## config.mk

```make
export PLATFORM = sky130hd
export DESIGN_NAME = ps2_host_tx
export DESIGN_NICKNAME = d
export VERILOG_FILES = /design/src/rtl/ps2_host_tx.sv
export SDC_FILE = /design/constraint.sdc
export NUM_CORES = 1
export LEC_CHECK = 0
export BUFFER_PORTS_ARGS = -buffer_cell sky130_fd_sc_hd__clkbuf_2
export CAP_MARGIN = 20
export CELL_PAD_IN_SITES_DETAIL_PLACEMENT = 1
export CELL_PAD_IN_SITES_GLOBAL_PLACEMENT = 2
export CORE_MARGIN = 3
export CORE_UTILIZATION = 40
export DETAILED_ROUTE_END_ITERATION = 10
export GPL_ROUTABILITY_DRIVEN = 0
export PLACE_DENSITY_LB_ADDON = 0.1
export REMOVE_ABC_BUFFERS = 1
export SYNTH_ARGS = -nofsm -noshare
export SYNTH_HDL_FRONTEND = slang
export SYNTH_SLANG_ARGS = --single-unit
```

## constraint.sdc

```tcl
create_clock -name clk -period 3.2 [get_ports clk]
set_clock_uncertainty 0.1 [all_clocks]
set_input_delay 0.64 -clock clk [delete_from_list [all_inputs] [get_ports clk]]
set_output_delay 0.64 -clock clk [all_outputs]
set_load 0.02 [all_outputs]
```

## src/rtl/ps2_host_tx.sv

```systemverilog
// ps2_host_tx: host-to-device PS/2 byte transmitter.
// Inhibits the bus, requests to send, then shifts the frame on device clocks.
module ps2_host_tx #(
    parameter int INHIBIT_CYCLES = 10000,
    parameter int START_CYCLES   = 200,
    parameter int TIMEOUT_CYCLES = 1500000,
    parameter int FILTER_LEN     = 8
) (
    input  logic       clk,
    input  logic       rst_n,
    input  logic [7:0] tx_data,
    input  logic       tx_valid,
    output logic       tx_ready,
    input  logic       ps2clk_i,
    input  logic       ps2data_i,
    output logic       ps2clk_oe,
    output logic       ps2data_oe,
    output logic       done,
    output logic       err,
    output logic [1:0] err_code
);
    localparam int FW = $clog2(FILTER_LEN + 1);

    typedef enum logic [2:0] {
        IDLE, INHIBIT, START, SEND, ACK, WAIT_IDLE
    } state_t;

    state_t        state, state_n;
    logic [1:0]    sync1, sync2, filt;
    logic [FW-1:0] fcnt [2];
    logic          fall;
    logic [31:0]   cnt;
    logic [3:0]    nedge;
    logic [7:0]    data_q;
    logic          par_q;
    logic          data_oe_q;
    logic [1:0]    code_q, code_n;
    logic          timed;
    logic          accept;

    assign tx_ready   = (state == IDLE);
    assign accept     = tx_valid & tx_ready;
    assign timed      = (state == SEND) || (state == ACK)
                     || (state == WAIT_IDLE);
    assign ps2clk_oe  = (state == INHIBIT) || (state == START);
    assign ps2data_oe = (state == START)
                     || ((state == SEND) && data_oe_q);
    assign err_code   = err ? code_n : code_q;

    // Synchronize both pads, debounce them and strobe filtered clock falls.
    always_ff @(posedge clk or negedge rst_n) begin
        if (!rst_n) begin
            sync1 <= 2'b00;
            sync2 <= 2'b00;
            filt  <= 2'b11;
            fcnt  <= '{default: '0};
            fall  <= 1'b0;
        end else begin
            sync1 <= {ps2data_i, ps2clk_i};
            sync2 <= sync1;
            fall  <= filt[0] & ~sync2[0]
                   & (fcnt[0] == FW'(FILTER_LEN - 1));
            for (int i = 0; i < 2; i++) begin
                if (sync2[i] == filt[i]) begin
                    fcnt[i] <= '0;
                end else if (fcnt[i] == FW'(FILTER_LEN - 1)) begin
                    fcnt[i] <= '0;
                    filt[i] <= sync2[i];
                end else begin
                    fcnt[i] <= fcnt[i] + 1'b1;
                end
            end
        end
    end

    // State register.
    always_ff @(posedge clk or negedge rst_n) begin
        if (!rst_n) state <= IDLE;
        else        state <= state_n;
    end

    // Next state and completion pulses; a timeout overrides the normal flow.
    always_comb begin
        state_n = state;
        done    = 1'b0;
        err     = 1'b0;
        code_n  = code_q;
        unique case (state)
            IDLE: begin
                if (accept) state_n = INHIBIT;
            end
            INHIBIT: begin
                if (cnt == 32'(INHIBIT_CYCLES - 1)) state_n = START;
            end
            START: begin
                if (cnt == 32'(START_CYCLES - 1)) state_n = SEND;
            end
            SEND: begin
                if (fall && nedge == 4'd9) state_n = ACK;
            end
            ACK: begin
                if (fall) begin
                    if (filt[1]) begin
                        err     = 1'b1;
                        code_n  = 2'b10;
                        state_n = IDLE;
                    end else begin
                        state_n = WAIT_IDLE;
                    end
                end
            end
            WAIT_IDLE: begin
                if (filt[0] && filt[1]) begin
                    done    = 1'b1;
                    state_n = IDLE;
                end
            end
            default: state_n = IDLE;
        endcase
        if (timed && !fall && !done
            && cnt == 32'(TIMEOUT_CYCLES - 1)) begin
            err     = 1'b1;
            code_n  = 2'b01;
            state_n = IDLE;
        end
    end

    // Phase counter, latched byte, bit counter and registered data drive.
    always_ff @(posedge clk or negedge rst_n) begin
        if (!rst_n) begin
            cnt       <= '0;
            nedge     <= '0;
            data_q    <= '0;
            par_q     <= 1'b0;
            data_oe_q <= 1'b0;
            code_q    <= 2'b00;
        end else begin
            if (state == IDLE || state_n != state || (timed && fall))
                cnt <= '0;
            else
                cnt <= cnt + 32'd1;
            if (accept) begin
                data_q <= tx_data;
                par_q  <= ~^tx_data;
            end
            if (err) code_q <= code_n;
            if (state == START) begin
                data_oe_q <= 1'b1;
                nedge     <= '0;
            end else if (state == SEND && fall) begin
                nedge <= nedge + 4'd1;
                if (nedge < 4'd8)
                    data_oe_q <= ~data_q[nedge[2:0]];
                else if (nedge == 4'd8)
                    data_oe_q <= ~par_q;
                else
                    data_oe_q <= 1'b0;
            end
        end
    end
endmodule

```

==> metrics <==
Post-synth ARST share 1.000; vias per cell 5.597; instance count on the critical path 6; row count 33; final hold vios 0; first-pass detailed-route iteration total 4; dpl cell area 3809 um2; Top FF cell, synth dfrtp_1; Yosys Warn Count 0; Clk Latency, worst-skew pair 350 ps; WL/cell 17.31 um; initial DRC count 109; largest net degree at the start of global routing 38; PwrDens 563.4 nW/um2; die width 100.9 um; most frequent cells after synthesis dfrtp_1 (64), nor3_1 (41), nor2_1 (20); setup violators final 0; FF+latch count, synth 66; max_slew headroom 0.5279; vias in the first global route 2916; antenna violations before repair 0; Max-Cap Viols 0; CP Capture Type primary output; TritonCTS clock tree yes; critical path class reg -> out; Crit path max-delay family simple AND/OR/NAND/NOR gates; clock sinks 66; fin crit share 0.9508; Cell variety after synth 56; mapped cell area 3601 um2; Crit Path Max Fanout 4; Starting Density 0.4254; core area 8464 um2; Post-Route Utilization 0.4816; CTS root buf clkbuf_8; # H-tree levels 3; fmax 328.7 MHz; fillers 957; biggest cell delay along the critical path 590 ps; vias 2720; clk buf depth 2; outcome finished clean; number of diodes 0; gr ovfl total 0; cells along the critical path or4_1, nor4_4, nand3_2, nor2_2, a21o_1, clkbuf_2; Finished Layout Cells 486; CP bufs+invs 1; die height 100.9 um; Syn Inst Count 349; critical path's slowest cell or4_1; worst vdd ir 389.0 uV; WL final 8414 um; Worst Path Required 2460 ps; first-pass GRT wire length 14860 um; GRT Total Usage 0.1856; Area contributors post-synth dfrtp_1 (44%), nor3_1 (5.7%), xnor2_1 (4.6%); Slew Limit Fails 0; Power, Total 2.297 mW; DIE AREA 10180 um2; register area share after synthesis 0.4593; R2R depth 6; Routed Antenna Nets 0; area leader, netlist dfrtp_1; nets 396; Hold Path Class in -> async; post-route setup slack 157.3 ps; CP Data Arrival Time 2300 ps; Min Hold Slack 241.1 ps; Final Cell Area 4076 um2; IO Port Bufs 19; fin crit period 3043 ps; post-synth top area share 0.4448; R2R Setup Slk 650 ps; # IOs 20; CTS clock-pin slew for the worst setup and hold paths 80 ps; Placed Cells 470; half-perimeter wire length after placement 5947 um; unrepaired setup endpoints after global routing false; most common cell in the synthesized netlist dfrtp_1; Remaining DRCs 0; Area Growth Syn to Fin 13.20%; Avg Inst Size Synth 10.32 um2; hold buffer count at cts 0; Setup TNS 0 ps; Pleak 1.741 nW; layout cells sized above 1 0.2152; CTS Buf Count 9; CP Launch Type flop; Worst Max-Slew Pin Slew 708.2 ps; Post-synth EDFFs 0; pre-CTS setup slack 374.2 ps
## cell families after synthesis
family	Yosys count	share of synthesized area
simple gates	150	0.2377
flops	66	0.4593
compound gates	46	0.08930
xor+xnor	38	0.09243
buf+inv	27	0.04412
mux	15	0.05281
fa+ha+maj	7	0.02432
## final cells by class
type	instances	area, um2	area share
flip-flops and latches	66	1654	0.4058
clock buffers	10	137.6	0.03376
multi-input cells	256	1804	0.4426
inverters	14	52.55	0.01289
clock inverters	6	113.9	0.02793
well taps	105	131.4	0.03223
repair buffers	29	182.7	0.04481
## report_power, final
| part | switching (mW) | internal [mW] | leakage, nW |
|---|---|---|---|
| Combinational | 0.171 | 0.174 | 0.753 |
| Sequential | 0.116 | 0.956 | 0.869 |
| Clock | 0.340 | 0.540 | 0.119 |
## registers in the layout, indices dropped and copies added (netlist names)
name	count
cnt	32
code_q	2
data_oe_q	1
data_q	8
fall	1
fcnt	8
filt	2
nedge	4
par_q	1
state	3
sync1	2
sync2	2
## per-layer routing
layer | vias to the layer above | GRT usage | share of wire
met3 | 9 | 0.03806 | 0.024
met2 | 26 | 0.2820 | 0.45
li1 | 1324 | - | -
met4 | 0 | 0.05907 | 0.014
met5 | - | 0 | 0
met1 | 1361 | 0.2645 | 0.51
## what timing repair did
action,CTS,global route
endpoints found under the setup margin,1,3
pin swaps,0,2
buffers inserted,0,0
resized for setup,1,3
## cell usage in the layout (no fill, tap or decap), drive strengths merged, types with 4 or more instances in the layout
cell and count:
inv 14, nor3 45, dfrtp 64, ha 7
nor2 20, clkbuf 28, nand4 16, mux2 12
nand2 16, a21oi 12, xnor2 19, or4 4
o21ai 9, xor2 19, nor4 5, nand3 18
and2 5, buf 11, nand4b 4
## worst paths after layout
kind | from | endpoint
hold / removal | rst_n | nedge[3]
hold reg to reg | sync1[0] | sync2[0]
max in group asynchronous | rst_n | filt[0]
min in group clk | sync1[0] | sync2[0]
setup reg to reg | cnt[20] | cnt[21]
setup / recovery | cnt[26] | err_code[0]
## worst reg2reg max path, stage by stage, from the launching register on
cell and delay [ps]:
dfrtp_1 450, or4_1 530, nor3_1 480, nand3_2 200
o31ai_4 230, buf_4 300, nor3_1 110
(Power assumes the default switching activity.)
